### config.mk
export PLATFORM = sky130hd
export DESIGN_NAME = csi_rx_raw10_unpacker
export DESIGN_NICKNAME = d
export VERILOG_FILES = /design/src/rtl/csi_rx_raw10_unpacker.sv
export SDC_FILE = /design/constraint.sdc
export NUM_CORES = 1
export LEC_CHECK = 0
export BUFFER_PORTS_ARGS = -buffer_cell sky130_fd_sc_hd__buf_4
export CORE_MARGIN = 5
export CORE_UTILIZATION = 45
export DETAILED_ROUTE_END_ITERATION = 8
export PLACE_DENSITY = 0.75
export SETUP_SLACK_MARGIN = 0.4
export SLEW_MARGIN = 20
export SYNTH_ARGS = -nofsm -noshare
export SYNTH_HDL_FRONTEND = slang
export SYNTH_SLANG_ARGS = --single-unit
### constraint.sdc
create_clock -name clock -period 6.7 [get_ports clock]
set_input_delay 0.67 -clock clock [delete_from_list [all_inputs] [get_ports clock]]
set_output_delay 0.67 -clock clock [all_outputs]
set_load 0.005 [all_outputs]
### src/rtl/csi_rx_raw10_unpacker.sv
// RAW10 unpacker for a CSI-2 receiver: packs 16-bit payload beats into groups of four 10-bit pixels.
// It also produces the line/frame event pulses, checks line length and counts lines per frame.
module csi_rx_raw10_unpacker #(
  parameter int LINE_WIDTH = 1920
) (
  input  logic        clock,
  input  logic        reset_n,
  input  logic        enable,
  input  logic [15:0] payload,
  input  logic        payload_valid,
  input  logic        in_line,
  input  logic        in_frame,
  output logic [39:0] pixel_data,
  output logic        pixel_valid,
  output logic        line_start,
  output logic        line_end,
  output logic        frame_start,
  output logic        frame_end,
  output logic        line_err,
  output logic [15:0] line_count
);

  localparam logic [15:0] LINE_PIX = 16'(LINE_WIDTH);

  logic [7:0]  byte_q [6];
  logic [7:0]  work   [6];
  logic [7:0]  byte_nxt [6];
  logic [2:0]  fill_q, fill_base, fill_sum, fill_nxt;
  logic [15:0] pix_cnt_q, pix_base, pix_nxt;
  logic        in_line_q, in_frame_q, line_act_q, line_act_nxt;
  logic        line_rise, line_fall, frame_rise, frame_fall;
  logic        line_go, accept, emit, line_done, err;
  logic [39:0] group;

  always_comb begin
    line_rise  = in_line & ~in_line_q;
    line_fall  = ~in_line & in_line_q;
    frame_rise = in_frame & ~in_frame_q;
    frame_fall = ~in_frame & in_frame_q;

    // A line only counts if it began while a frame was already open.
    line_go   = line_rise ? in_frame_q : line_act_q;
    accept    = enable & payload_valid & in_line & line_go;
    fill_base = line_rise ? 3'd0 : fill_q;
    pix_base  = line_rise ? 16'd0 : pix_cnt_q;
    fill_sum  = fill_base + 3'd2;
    emit      = accept && (fill_sum >= 3'd5);

    for (int i = 0; i < 6; i++) begin
      work[i] = byte_q[i];
      if (accept && (3'(i) == fill_base))
        work[i] = payload[15:8];
      else if (accept && (3'(i) == fill_sum - 3'd1))
        work[i] = payload[7:0];
    end

    for (int i = 0; i < 6; i++)
      byte_nxt[i] = work[i];
    if (emit)
      byte_nxt[0] = work[5];

    fill_nxt = fill_base;
    if (accept)
      fill_nxt = emit ? (fill_sum - 3'd5) : fill_sum;
    if (line_fall)
      fill_nxt = 3'd0;

    pix_nxt = pix_base;
    if (emit)
      pix_nxt = (pix_base > 16'hFFFB) ? 16'hFFFF : pix_base + 16'd4;

    group = {work[3], work[4][7:6], work[2], work[4][5:4],
             work[1], work[4][3:2], work[0], work[4][1:0]};

    line_done = line_fall & line_act_q;
    err       = line_done && ((fill_q != 3'd0) || (pix_nxt != LINE_PIX));

    line_act_nxt = line_act_q;
    if (line_rise)
      line_act_nxt = in_frame_q;
    else if (line_fall)
      line_act_nxt = 1'b0;
  end

  always_ff @(posedge clock or negedge reset_n) begin
    if (!reset_n) begin
      for (int i = 0; i < 6; i++)
        byte_q[i] <= 8'd0;
      fill_q      <= 3'd0;
      pix_cnt_q   <= 16'd0;
      in_line_q   <= 1'b0;
      in_frame_q  <= 1'b0;
      line_act_q  <= 1'b0;
      line_count  <= 16'd0;
      pixel_data  <= 40'd0;
      pixel_valid <= 1'b0;
      line_start  <= 1'b0;
      line_end    <= 1'b0;
      frame_start <= 1'b0;
      frame_end   <= 1'b0;
      line_err    <= 1'b0;
    end else begin
      // Pulses are qualified by enable so a stall never stretches them.
      pixel_valid <= emit;
      line_start  <= enable & line_rise & in_frame_q;
      line_end    <= enable & line_done;
      line_err    <= enable & err;
      frame_start <= enable & frame_rise;
      frame_end   <= enable & frame_fall;
      if (enable) begin
        for (int i = 0; i < 6; i++)
          byte_q[i] <= byte_nxt[i];
        fill_q     <= fill_nxt;
        pix_cnt_q  <= pix_nxt;
        in_line_q  <= in_line;
        in_frame_q <= in_frame;
        line_act_q <= line_act_nxt;
        if (emit)
          pixel_data <= group;
        if (frame_rise)
          line_count <= 16'd0;
        else if (line_done && (line_count != 16'hFFFF))
          line_count <= line_count + 16'd1;
      end
    end
  end

endmodule

Yosys cells after proc, flatten, opt, wreduce, memory -nomap -nowiden
Cells that the tools add are included.
{"block": "totals", "mem_bits_rw": 0, "mem_bits_ro": 0, "out_inout_bits": 62, "memories": 0, "latchBits": 0, "reg_bits": 132, "wordCells": 105}
{"block": "op_classes", "n_shift": 0, "add_sub_neg": 5, "div_mod_pow": 0, "eq_ne": 12, "multipliers": 0, "order_cmp": 2, "reduce_logical": 24, "mux": 25, "n_bitwise": 18}
{"op": "$mux 8", "n": 13}
{"op": "$mux 16", "n": 5}
{"op": "$add 16x1->16 const B", "n": 1}
{"op": "$add 16x3->16 const B", "n": 1}
{"op": "$gt 16x16->1 const B", "n": 1}
{"op": "$ne 16x11->1 const B", "n": 1}
{"op": "$ne 16x16->1 const B", "n": 1}
{"op": "$logic_and 1x1->1", "n": 15}
{"op": "$and 1x1->1", "n": 14}
{"op": "$eq 2x3->1 const A", "n": 4}
{"op": "$eq 3x3->1 const A", "n": 4}
{"op": "$mux 3", "n": 4}
{"op": "$eq 1x3->1 const A", "n": 2}
{"op": "$logic_not 3->1", "n": 2}
{"op": "$reduce_and 2->1", "n": 3}
{"op": "$not 1->1", "n": 4}
{"op": "$reduce_bool 2->1", "n": 2}
{"op": "$add 3x2->3 const B", "n": 1}
{"op": "$ge 3x3->1 const B", "n": 1}
{"op": "$mux 1", "n": 3}
{"op": "$reduce_bool 3->1", "n": 1}
{"op": "$sub 3x1->3 const B", "n": 1}
{"op": "$sub 3x3->3 const B", "n": 1}
{"op": "$logic_or 1x1->1", "n": 1}

Logic depth before layout (Yosys ltp)
{"block": "logic_depth", "word_depth": 11, "ltp_mapped": 15, "ltp_nobuf": 12}

Worst setup path before layout
No wires, ideal clock.
{"block": "synth_timing", "kind": "input to register", "start": "input port in_line", "end": "register line_err", "required_ns": 6.565, "slack_ns": 3.319, "path_stages": 11, "n_path_buf": 2, "arrival_time_ns": 3.245, "path_cell_list": "ha_1 -> buf_4 -> clkbuf_1 -> nor2b_1 -> ha_1 -> nor2b_1 -> o311ai_2 -> nor3_1 -> mux2_2 -> o41ai_1 -> nand3_1"}
{"block": "synth_via", "elab_chain_cells": 10, "elab_cells_between_ends": 20}
{"item": "start: declaration", "line": "11", "source": "input logic in_line,"}
{"item": "branches (longest 8 deep; another with $add 16x3->16)"}
{"item": "$logic_and 1x1->1 *", "line": "76", "source": "err = line_done && ((fill_q != 3'd0) || (pix_nxt != LINE_PIX));"}
{"item": "$and 1x1->1 *", "line": "107", "source": "line_err <= enable & err;"}
{"item": "end signal: assignment", "line": "107"}
{"item": "end: declaration", "line": "19", "source": "output logic line_err,"}
Mark *: on every way between the ends.
A chain may end at the register's enable or synchronous reset.

Worst setup path after layout
{"block": "layout_timing", "start": "register in_line_q", "end": "register line_err"}
{"block": "layout_via", "elab_chain_cells": 11, "elab_cells_between_ends": 19}
{"item": "start: declaration", "line": "30", "source": "logic in_line_q, in_frame_q, line_act_q, line_act_nxt;"}
{"item": "start signal: assignment", "line": "115", "source": "in_line_q <= in_line;"}
{"item": "branches (longest 9 deep; another with $add 16x3->16)"}
{"item": "$logic_and 1x1->1 *", "line": "76"}
{"item": "$and 1x1->1 *", "line": "107"}
Marked as above.

==> qor.txt <==
Outcome: finished clean
Highest achievable clock rate: 0.247 GHz
Post-CTS Repair Setup Buffers: 0
Global-route usage over all layers: 0.197
Type of the tightest min-delay check: in -> async
Total Routed Length: 15800 µm
Slowest stage delay, CP: 870 ps
Maximum level of the CTS H-tree: 4
Vias in the first global route: 5071
Clock tree from TritonCTS: yes
TNS Setup: 0 ps
Number of distinct library cell variants in the gate-level netlist after synthesis: 56
Critical path capture point type: flop
Number of clock buffers inserted by TritonCTS: 17
Pin count of the biggest net entering global routing: 68
Endpoint required time on the critical path: 6980 ps
Type of element launching the critical path: flop
Total of cells resized after clock tree synthesis: 0
Number of nets with antenna violations after routing: 0
Leading cell type in the layout, fill and taps excluded: dfrtp_1
Unrepaired setup endpoints after global routing: false
Reg-to-reg startpoint: in_line_q$_DFFE_PN0P_
Net count after synthesis: 650
VDD IR-drop max: 158 µV
Root buffer cell: clkbuf_16
Final worst clock skew: 8.76 ps
Static Leak: 3.93 nW
I/O pin total: 84
Clock latency at the later pin of the worst-skew pair: 420 ps
Detailed placement HPWL: 10600 µm
Antenna violations before repair: 0
Seq cells post-synth: 132
Vias per cell: 5.65
Number of warnings printed during yosys synthesis: 0
Fillers: 1143
Main synth FF type: dfrtp_1
Netlist area before placement: 6430 µm²
Async S/R FF share, synth: 1.00
Number of remaining DRC errors: 0
Number of standard-cell rows in the floorplan: 43
Maximum net fanout on the critical path: 35
Final Hold Slack: 343 ps
Initial core utilization: 0.461
Final period utilization: 0.605
Total via count in the routed design: 4991
Ant diodes: 0
Worst slew margin: 0.332
Proportion of synthesized chip area in sequential cells: 0.514
Routed wire length per instance: 17.9 µm
DIE WIDTH: 130 µm
Per-instance average area after synthesis: 10.5 µm²
Maximum capacitance violations: 0
Crit path DAT: 4330 ps
Ratio of total power to cell area: 265 nW/µm²
Clock period minus final worst setup slack: 4050 ps
Clock transition time at the flip-flop clock pins of the worst setup and hold paths: 60 ps
Critical Setup Path Class: reg -> reg
Setup Viol. Count Final: 0
Cells along the critical path: inv_1, ha_1, buf_4, nor2b_1, inv_1, ha_1, o311ai_4, buf_4, nor3_1, mux2_2, o41ai_1, nand3_1
Net total in the final layout: 726
Number of buffer cells added on primary ports: 83
Area taken by flip-flops and latches: 3300 µm²
Commonest cells after routing, fill and taps aside: dfrtp_1, buf_4, nor2_1
Drt first-iter violations: 346
Clock Path Buffers: 2
Die area: 16800 µm²
Count of cells along the worst register-to-register path: 12
Routability cong.: 0.904
Worst Max-Slew Pin Slew: 1000 ps
Fraction of final layout cells sized beyond drive strength 1: 0.230
Layout overhead on the synthesized area: 21.3%
GRT overflow: 0
Number of enable flip-flop cells after synthesis: 0
Wire length of the first global-routing pass: 26000 µm
Total iterations of the first detailed-routing run: 5
Combined area of the multi-input logic cells: 2880 µm²
Final core utilization: 0.560
Number of instances in the synthesized netlist: 615
Max-slew violations: 0
Highest-delay cell along the critical path: o311ai_4
Hold Fails Final Rpt: 0
Floorplan Core Area: 13900 µm²
Total number of clock tree sinks: 132
Critical path launch point: in_line_q$_DFFE_PN0P_
Die Height: 130 µm
Hold buffer count at cts: 0
## critical path, delay by kind of cell (launching register included)
family          cells  cell delay [ps]
compound gates      2             1280
buf+inv             4              820
simple gates        3              660
fa+ha+maj           2              470
flops               1              350
mux                 1              300
## worst paths after layout
check                                                   to  slack [ps]
worst min-delay path            line_count[11]$_DFFE_PN0P_         340
max in group asynchronous        line_count[5]$_DFFE_PN0P_        4990
worst max-delay path                    line_err$_DFF_PN0_        2650
min in group clock                     frame_end$_DFF_PN0_         410
worst max register to register          line_err$_DFF_PN0_        2650
worst min register to register   pixel_data[6]$_DFFE_PN0P_         480
## final cells by class
class | instances | share of cell area
Clock inverter | 10 | 0.0191
Tap cell | 180 | 0.0289
Sequential cell | 132 | 0.424
Clock buffer | 21 | 0.0590
Timing Repair Buffer | 89 | 0.0857
Multi-Input combinational cell | 422 | 0.370
Inverter | 29 | 0.0140
## power by group
group          switching, mW  internal [mW]  total, mW
Sequential            0.0328          0.860      0.893
Combinational          0.132         0.0822      0.214
Clock                  0.352          0.607      0.959
## per-stage QoR
stage	total power, mW	area, µm²	setup WS, ps	cells
after CTS	2.07	7800	2710	883
after detailed placement	1.12	7190	2320	852
after floorplan	1.03	6430	3320	615
final	2.07	7800	2650	883
after global routing	2.14	7800	2360	883
after global placement	1.10	7190	2590	852
## logic make-up (layout without fill, tap and decap cells)
kind of cell | after synthesis | count (layout) | share of synthesized area
and+or+nand+nor | 185 | 185 | 0.138
DFF | 132 | 132 | 0.514
AOI/OAI and AO/OA | 113 | 113 | 0.106
muxes | 96 | 96 | 0.156
buffers and inverters | 61 | 149 | 0.0399
xor gates and xnor gates | 15 | 15 | 0.0204
adders and majority gates | 13 | 13 | 0.0253
## registers in the layout, indices dropped and copies added, names as in the netlist
register and cells:
byte_q 48, pixel_data 40, line_count 16, pix_cnt_q 16, fill_q 3, frame_end 1
frame_start 1, in_frame_q 1, in_line_q 1, line_act_q 1, line_end 1, line_err 1
line_start 1, pixel_valid 1
## synth_stat cells (2+ instances only)
master     instances  share of area
nand3_1           14          0.011
and3_1             9         0.0088
o21a_1             2         0.0023
nand2_1           35          0.020
clkbuf_1          16         0.0093
o41ai_1            2         0.0027
nor4b_1            2         0.0027
o211ai_1           3         0.0035
or3_1              5         0.0049
inv_1             28          0.016
a21oi_1           57          0.044
buf_4              3         0.0035
o31ai_1            3         0.0035
xor2_1             7         0.0095
dfrtp_1          132           0.51
buf_2             12         0.0093
ha_1              13          0.025
nand4_1            7         0.0068
mux2i_1           61          0.095
nand2b_1           2         0.0019
o22ai_1            3         0.0029
a31oi_1            4         0.0039
o21ai_0           20          0.016
mux2_2            35          0.061
nor3b_1            2         0.0023
o221ai_1           5         0.0068
o2bb2ai_1          3         0.0041
nor2b_1            5         0.0049
xnor2_1            8          0.011
and4_1             4         0.0055
nor4_1             4         0.0039
nor3_1             9         0.0070
nor2_1            77          0.045
## layer usage
metal  vias up  track usage  part of all wire
met5         -            0                 0
met4         0       0.0715             0.023
met3        38       0.0437             0.061
met2       174        0.323              0.50
met1      2452        0.258              0.41
li1       2327            -                 -
Power figures use the tool's default switching activity.
